--- src/rtl/disp_pkg.sv ---
// Shared codes, slot numbering and FSM states for the 7-seg scan controller.
// Also holds the add-3 nibble adjust used by the serial binary-to-BCD converter.
package disp_pkg;

    localparam logic [3:0] CODE_MINUS = 4'd10;
    localparam logic [3:0] CODE_BLANK = 4'd11;

    localparam logic [1:0] SLOT_UNITS = 2'd0;
    localparam logic [1:0] SLOT_SIGN  = 2'd1;
    localparam logic [1:0] SLOT_HUND  = 2'd2;
    localparam logic [1:0] SLOT_TENS  = 2'd3;

    typedef enum logic [1:0] {
        IDLE,
        CONV,
        COMMIT
    } state_t;

    function automatic logic [11:0] bcd_adj(input logic [11:0] b);
        logic [11:0] r;
        r = b;
        for (int i = 0; i < 3; i++) begin
            if (b[4*i +: 4] >= 4'd5)
                r[4*i +: 4] = b[4*i +: 4] + 4'd3;
        end
        return r;
    endfunction

endpackage

--- src/rtl/disp_scan_ctrl_scan_tick.sv ---
// Display slot prescaler: one tick every SCAN_DIV clocks, advancing a 2-bit slot.
// The tick is combinational on the wrap so the parent can load outputs in the same edge.
module scan_tick #(
    parameter int SCAN_DIV = 50000
) (
    input  logic       clk,
    input  logic       rst_n,
    output logic       tick,
    output logic [1:0] slot
);

    localparam int CW = (SCAN_DIV > 1) ? $clog2(SCAN_DIV) : 1;
    localparam logic [CW-1:0] LAST = CW'(SCAN_DIV - 1);

    logic [CW-1:0] r_cnt;
    logic [1:0]    r_slot;

    assign tick = (r_cnt == LAST);
    assign slot = r_slot;

    always_ff @(posedge clk or negedge rst_n) begin
        if (!rst_n) begin
            r_cnt  <= '0;
            r_slot <= 2'd0;
        end else if (tick) begin
            r_cnt  <= '0;
            r_slot <= r_slot + 2'd1;
        end else begin
            r_cnt  <= r_cnt + 1'b1;
        end
    end

endmodule

--- src/rtl/disp_scan_ctrl.sv ---
// Captures a signed magnitude, converts it to BCD one bit per clock, commits the
// digits atomically to shadow registers and time-multiplexes the 4 anodes.
module disp_scan_ctrl
    import disp_pkg::*;
#(
    parameter int W        = 8,
    parameter int SCAN_DIV = 50000,
    parameter int LZ_BLANK = 1
) (
    input  logic         clk,
    input  logic         rst_n,
    input  logic         load,
    input  logic [W-1:0] mag,
    input  logic         neg,
    output logic         busy,
    output logic         done,
    output logic [3:0]   an,
    output logic [3:0]   code
);

    localparam logic [3:0] LAST_STEP = 4'(W - 1);

    state_t         r_state;
    logic [W-1:0]   r_sh;
    logic [11:0]    r_bcd;
    logic [3:0]     r_cnt;
    logic           r_sgn;
    logic [W-1:0]   r_pmag;
    logic           r_psgn;
    logic           r_pend;
    logic [3:0]     r_dh, r_dt, r_du;
    logic           r_ds;
    logic           r_busy, r_done;
    logic [3:0]     r_an, r_code;

    logic           w_tick;
    logic [1:0]     w_slot, w_nslot;
    logic [11:0]    w_adj;
    logic [W+11:0]  w_cat;
    logic           w_lsgn;
    logic           w_hblank, w_tblank;
    logic [3:0]     w_code;

    scan_tick #(.SCAN_DIV(SCAN_DIV)) u_scan (
        .clk   (clk),
        .rst_n (rst_n),
        .tick  (w_tick),
        .slot  (w_slot)
    );

    assign w_adj  = bcd_adj(r_bcd);
    assign w_cat  = {w_adj, r_sh} << 1;
    // -0 must show a blank sign slot, so the sign is qualified at capture
    assign w_lsgn = neg & (|mag);

    always_ff @(posedge clk or negedge rst_n) begin
        if (!rst_n) begin
            r_state <= IDLE;
            r_sh    <= '0;
            r_bcd   <= '0;
            r_cnt   <= '0;
            r_sgn   <= 1'b0;
            r_pmag  <= '0;
            r_psgn  <= 1'b0;
            r_pend  <= 1'b0;
            r_dh    <= '0;
            r_dt    <= '0;
            r_du    <= '0;
            r_ds    <= 1'b0;
            r_busy  <= 1'b0;
            r_done  <= 1'b0;
        end else begin
            r_done <= 1'b0;
            unique case (r_state)
                IDLE: begin
                    if (load) begin
                        r_sh    <= mag;
                        r_sgn   <= w_lsgn;
                        r_bcd   <= '0;
                        r_cnt   <= '0;
                        r_busy  <= 1'b1;
                        r_state <= CONV;
                    end
                end
                CONV: begin
                    r_bcd <= w_cat[W+11:W];
                    r_sh  <= w_cat[W-1:0];
                    r_cnt <= r_cnt + 4'd1;
                    if (r_cnt == LAST_STEP)
                        r_state <= COMMIT;
                    if (load) begin
                        r_pmag <= mag;
                        r_psgn <= w_lsgn;
                        r_pend <= 1'b1;
                    end
                end
                COMMIT: begin
                    r_du   <= r_bcd[3:0];
                    r_dt   <= r_bcd[7:4];
                    r_dh   <= r_bcd[11:8];
                    r_ds   <= r_sgn;
                    r_done <= 1'b1;
                    r_bcd  <= '0;
                    r_cnt  <= '0;
                    r_pend <= 1'b0;
                    // a load landing on this edge is newer than any pending value
                    if (load) begin
                        r_sh    <= mag;
                        r_sgn   <= w_lsgn;
                        r_state <= CONV;
                    end else if (r_pend) begin
                        r_sh    <= r_pmag;
                        r_sgn   <= r_psgn;
                        r_state <= CONV;
                    end else begin
                        r_busy  <= 1'b0;
                        r_state <= IDLE;
                    end
                end
                default: r_state <= IDLE;
            endcase
        end
    end

    assign w_nslot  = w_slot + 2'd1;
    assign w_hblank = (LZ_BLANK != 0) && (r_dh == 4'd0);
    assign w_tblank = w_hblank && (r_dt == 4'd0);

    always_comb begin
        w_code = CODE_BLANK;
        unique case (w_nslot)
            SLOT_UNITS: w_code = r_du;
            SLOT_SIGN:  w_code = r_ds ? CODE_MINUS : CODE_BLANK;
            SLOT_HUND:  w_code = w_hblank ? CODE_BLANK : r_dh;
            SLOT_TENS:  w_code = w_tblank ? CODE_BLANK : r_dt;
            default:    w_code = CODE_BLANK;
        endcase
    end

    always_ff @(posedge clk or negedge rst_n) begin
        if (!rst_n) begin
            r_an   <= 4'b1111;
            r_code <= CODE_BLANK;
        end else if (w_tick) begin
            r_an   <= ~(4'b0001 << w_nslot);
            r_code <= w_code;
        end
    end

    assign busy = r_busy;
    assign done = r_done;
    assign an   = r_an;
    assign code = r_code;

endmodule

--- config.mk ---
export PLATFORM = sky130hd
export DESIGN_NAME = disp_scan_ctrl
export DESIGN_NICKNAME = d
export VERILOG_FILES = /design/src/rtl/disp_pkg.sv /design/src/rtl/disp_scan_ctrl_scan_tick.sv /design/src/rtl/disp_scan_ctrl.sv
export SDC_FILE = /design/constraint.sdc
export NUM_CORES = 1
export LEC_CHECK = 0
export CAP_MARGIN = 20
export CORE_ASPECT_RATIO = 0.75
export CORE_MARGIN = 1.5
export CORE_UTILIZATION = 35
export CTS_CLUSTER_DIAMETER = 80
export DETAILED_ROUTE_END_ITERATION = 6
export PLACE_DENSITY = 0.62
export SLEW_MARGIN = 30
export SYNTH_ARGS = -nofsm -noshare
export SYNTH_HDL_FRONTEND = slang
export SYNTH_SLANG_ARGS = --single-unit
--- constraint.sdc ---
create_clock -name clk -period 3.8 [get_ports clk]
set_clock_uncertainty 0.05 [all_clocks]
set_input_delay 0.38 -clock clk [delete_from_list [all_inputs] [get_ports clk]]
set_output_delay 0.38 -clock clk [all_outputs]
set_load 0.01 [all_outputs]
# Yosys cells after proc, flatten, opt, wreduce, memory -nomap -nowiden
# Cells that the tools add are included.
# word_totals
register_bits,78
latch_bits,0
mem_bits_rw,0
mem_bits_ro,0
input_bits,12
out_inout_bits,10
mem_count,0
# classes
n_addsub,6
n_mul,0
div_mod_pow,0
magnitude_cmp,3
n_eq_ne,13
shift,1
n_mux,31
bitwise,2
n_reduce_logical,16
# op_table
op,n
$pmux 12 s3,1
$mux 8,3
$pmux 8 s3,1
$mux 4,5
$add 16x1->16 const B,1
$eq 16x16->1 const B,1
$mux 16,1
$pmux 4 s4,1
$ge 4x3->1 const B,3
$mux 12,1
$pmux 4 s3,1
$mux 1,10
$ne 2x2->1 const B,5
$add 4x2->4 const B,2
$logic_not 4->1,2
$reduce_and 2->1,4
$reduce_or 8->1,1
$eq 2x2->1 const B,3
$pmux 1 s2,3
$pmux 2 s3,1
$reduce_and 3->1,2
$add 4x1->4 const B,1
$eq 2x1->1 const B,2
$eq 4x3->1 const B,1
other kinds (13),16

# Depth between registers and ports, before layout
# depth
word_depth,4
mapped_depth,7
mapped_depth_nobuf,6

# Hierarchy
# Synthesis repeated with hierarchy kept, for this count alone.
# unflattened
cells_unflattened,383
area_unflattened_um2,3908.7
# modules_own_cells
module,n_inst,cells_per_inst,area_each_um2
disp_scan_ctrl,1,309,3074.2
scan_tick,1,74,834.6

# Worst setup path before layout
# Ideal clock, no wire load.
# synth_path
path_type,register to register
start,register u_scan.r_cnt[0]
end,register u_scan.r_cnt[10]
setup_time_ns,0.065
t_arrival_ns,1.682
setup_slack_ns,2.003
path_stages_with_launch,8
n_path_buf,2
period_less_slack_ns,1.797
path_cell_list,dfrtp_1 > ha_1 > and3_1 > buf_6 > and4_4 > buf_6 > or4_1 > nand2_1
# synth_via
elab_chain_cells,2
word_cells_on_any_way,3
# synth_rtl
element,line_no,rtl
"start, declared",disp_scan_ctrl_scan_tick.sv:15,logic [CW-1:0] r_cnt;
"start signal, assigned",disp_scan_ctrl_scan_tick.sv:29,r_cnt <= r_cnt + 1'b1;
$add 16x1->16 / $eq 16x16->1 (equally long branches),"disp_scan_ctrl_scan_tick.sv:29, disp_scan_ctrl_scan_tick.sv:18",
$mux 16 (*),disp_scan_ctrl_scan_tick.sv:25,end else if (tick) begin
# Every way passes the cells marked *; elsewhere a longest branch is shown, timed or not.
# A chain may end at the register's enable or synchronous reset.

# Final worst setup path
# layout_path
start,input load
end,register r_bcd[4]
# layout_via
elab_chain_cells,2
# layout_rtl
element,line_no,rtl
"start, declared",disp_scan_ctrl.sv:12,"input logic load,"
$ne 2x2->1 (no source line),-,
$reduce_and 2->1 (no source line),-,
"end signal, assigned",disp_scan_ctrl.sv:86,r_bcd <= w_cat[W+11:W];
"end, declared",disp_scan_ctrl.sv:25,logic [11:0] r_bcd;
# No other way between the ends.

==> flow_summary.toml <==
[hold_path]
hp-class = "reg -> reg"

[power]
clockPowerShare_pct = 33.2
power_density_nw_per_um2 = 595.3
fin_total_pwr_mw = 2.720
p_sw_uw = 852.1
leakagePower_nw = 1.931
seqPwrFrac_pct = 40.4
p_comb_share_pct = 26.4
p_int_mw = 1.868
p_sw_share_pct = 31.32
vdd_drop_max_mv = 0.2670

[timing]
drv_slew = 0
setup_viol = 0
final.period_utilization_pct = 60.96
min_period_ns = 2.317
rsz0062_at_grt = "false"
tightest_slew_ns = 0.7900
timing.fmax_ghz = 0.4317
slew_headroom_pct = 47.05
setup_tns_ns = 0
final_hold_viol_count = 0

[cts]
htree_levels = 3
insertion_delay_ns = 0.33
post_cts_buffers = 0
clk_pin_slew_ns = 0.06
tritoncts = "built"
cts_hold_buf = 1
root_buffer = "clkbuf_16"
cts_made_buffers = 9
cts.sinks = 78
clock_path_buffers = 2
postCtsResizedCells = 0

[synthesis]
synth-compound-area-share_pct = 14.93
synthSimpleGateAreaFrac_pct = 14.70
synth_top_family_by_area = "compound AO/OA/AOI/OAI gates"
ys.flop_type = "dfrtp_1"
yosys.cell_types.count = 54
syn_nets = 402
synth_xor_area_share_pct = 3.787
yosys.area_share.adder_pct = 5.729
synth_edf_count = 0
avgSynthCellArea_um2 = 10.57
ys_ff_latch = 78
synth_mux_area_share_pct = 6.843
seq_area_frac_synth_pct = 49.87
ys_warn_count = 0
synthArstFlopShare_pct = 100.0
syn_area_um2 = 3931
synthCells = 372

[worst_setup_path]
cp_data_arrival_time_ns = 2.49
required_ns = 3.98
endpoint_kind = "flip-flop"
path_cells = "clkdlybuf4s50_1 > nor2b_1 > nor2_2 > nand2_1 > o32ai_1"
crit_fanout = 20
crit_type = "in -> reg"
cp_slowest_cell = "clkdlybuf4s50_1"
start_kind = "input port"
max_stage_delay_ns = 0.86

[drt]
num_vias = 2854
drt_iter0_markers = 202
wirelength_um = 7933
drc = 0
routed_via_density = 5.335
antenna_left = 0
drtPass1Iterations = 5
avgRoutedWirePerCell_um = 14.83

[global_routing]
antenna_found_initial = 0
grt_first_pass_wirelength_um = 13410
grt_overflow = 0
first_global_vias = 2696
grt_max_degree = 41
grt_usage_pct = 14.24

[floorplan]
dieArea_um2 = 11880
rows = 33
die_h_um = 94.79
fp.dieW_um = 125.4
num_io_pins = 22
initial_core_util_pct = 35.93
core_um2 = 10940

[cells_and_area]
antennaDiodeCount = 0
nFillCells = 1028
final_common_cell = "dfrtp_1"
finish.instance_area_um2 = 4569
finalNonFillerCells = 535
nNetsFinal = 421
post_route_cells_drive_above_1_share_pct = 12.91
area_delta_synth_final_pct = 16.23
most-common-layout-cells = "dfrtp_1, nand2_1, nor2_1"
fin_util_pct = 41.76

[placement]
dp_hpwl_um = 5427
io_buffers = 21
dpl.cell_count = 519
dpl-instance-area_um2 = 4254
routabilityCongestion = 0.8236

[status]
status = "finished clean"

[job]
max_cap_viol_count = 0
[per-layer routing]
metal	GRT usage [%]	wire length (um)	up-vias
met2	22.27	3466	70
li1	-	-	1384
met1	18.69	3939	1385
met4	5.208	143	0
met3	4.476	383	15
met5	0	0	-
[worst paths after layout]
check	slack [ns]	start	endpoint	depth (start not counted)
worst max register to register	1.63	r_state[0]$_DFFE_PN0P_	r_bcd[4]$_DFFE_PN0P_	6
worst max-delay path	1.48	load	r_bcd[4]$_DFFE_PN0P_	5
worst min register to register	0.41	an[0]$_DFFE_PN1N_	an[0]$_DFFE_PN1N_	2
max in group asynchronous	2.54	rst_n	code[0]$_DFFE_PN1N_	3
min in group asynchronous	0.51	rst_n	u_scan.r_cnt[7]$_DFF_PN0_	2
worst min-delay path	0.41	an[0]$_DFFE_PN1N_	an[0]$_DFFE_PN1N_	2
[power by group through the flow]
stage          sequential (mW)  combinational (mW)  clock, mW
6_report                  1.10               0.718      0.904
5_1_grt                   1.12               0.803      0.962
4_1_cts                   1.10               0.722      0.923
3_5_place_dp              1.11               0.717          0
3_3_place_gp              1.11               0.696          0
2_1_floorplan             1.08               0.547          0
[synthesized netlist by cell type, types with 7 or more instances]
library cell | instances | area share (%)
xnor2_1 | 10 | 2.2
dfstp_2 | 7 | 4.7
dfrtp_1 | 71 | 45
a22o_1 | 14 | 3.1
ha_1 | 18 | 5.7
nand4_1 | 7 | 1.1
inv_1 | 20 | 1.9
buf_2 | 7 | 0.89
a222oi_1 | 7 | 1.8
nand2_1 | 32 | 3.1
a21oi_1 | 23 | 2.9
nand3_1 | 8 | 1.0
nor2_1 | 24 | 2.3
mux2_2 | 21 | 6.0
o21ai_0 | 23 | 2.9
xor2_1 | 7 | 1.6
[per-stage QoR]
| stage | hold slack [ns] | worst slack [ns] |
|---|---|---|
| 2_1_floorplan | 0.03441 | 2.003 |
| 3_3_place_gp | 0.4025 | 1.263 |
| 3_5_place_dp | 0.3468 | 1.197 |
| 4_1_cts | 0.4140 | 1.527 |
| 5_1_grt | 0.4267 | 1.303 |
| 6_report | 0.4101 | 1.483 |
[worst max-delay path, delay by kind of cell]
kind	cells	cell delay (ns)
AO/OA/AOI/OAI	1	0.35
buffers and inverters	1	0.86
AND/OR/NAND/NOR	3	0.90
[cell type report]
type                       instances  area [um^2]  area share [%]
tap                              140        175.2           3.834
clock buffer                      11        232.7           5.093
multi-input combinational        258         1808           39.57
clock inverter                     4        72.57           1.588
inverter                          20        75.07           1.643
timing repair buffer              24        245.2           5.367
sequential                        78         1961           42.91
[registers in the layout, indices dropped and copies added (netlist names)]
register and cells:
an 4, busy 1, code 4, done 1
r_bcd 12, r_cnt 4, r_dh 4, r_ds 1
r_dt 4, r_du 4, r_pend 1, r_pmag 8
r_psgn 1, r_sgn 1, r_sh 8, r_state 2
u_scan.r_cnt 16, u_scan.slot 2
[cells by family after synthesis]
logic type | Yosys count
compound gates | 90
mux | 24
flops | 78
buf+inv | 36
xor+xnor | 17
fa+ha+maj | 18
simple gates | 109
Power figures use the tool's default switching activity.
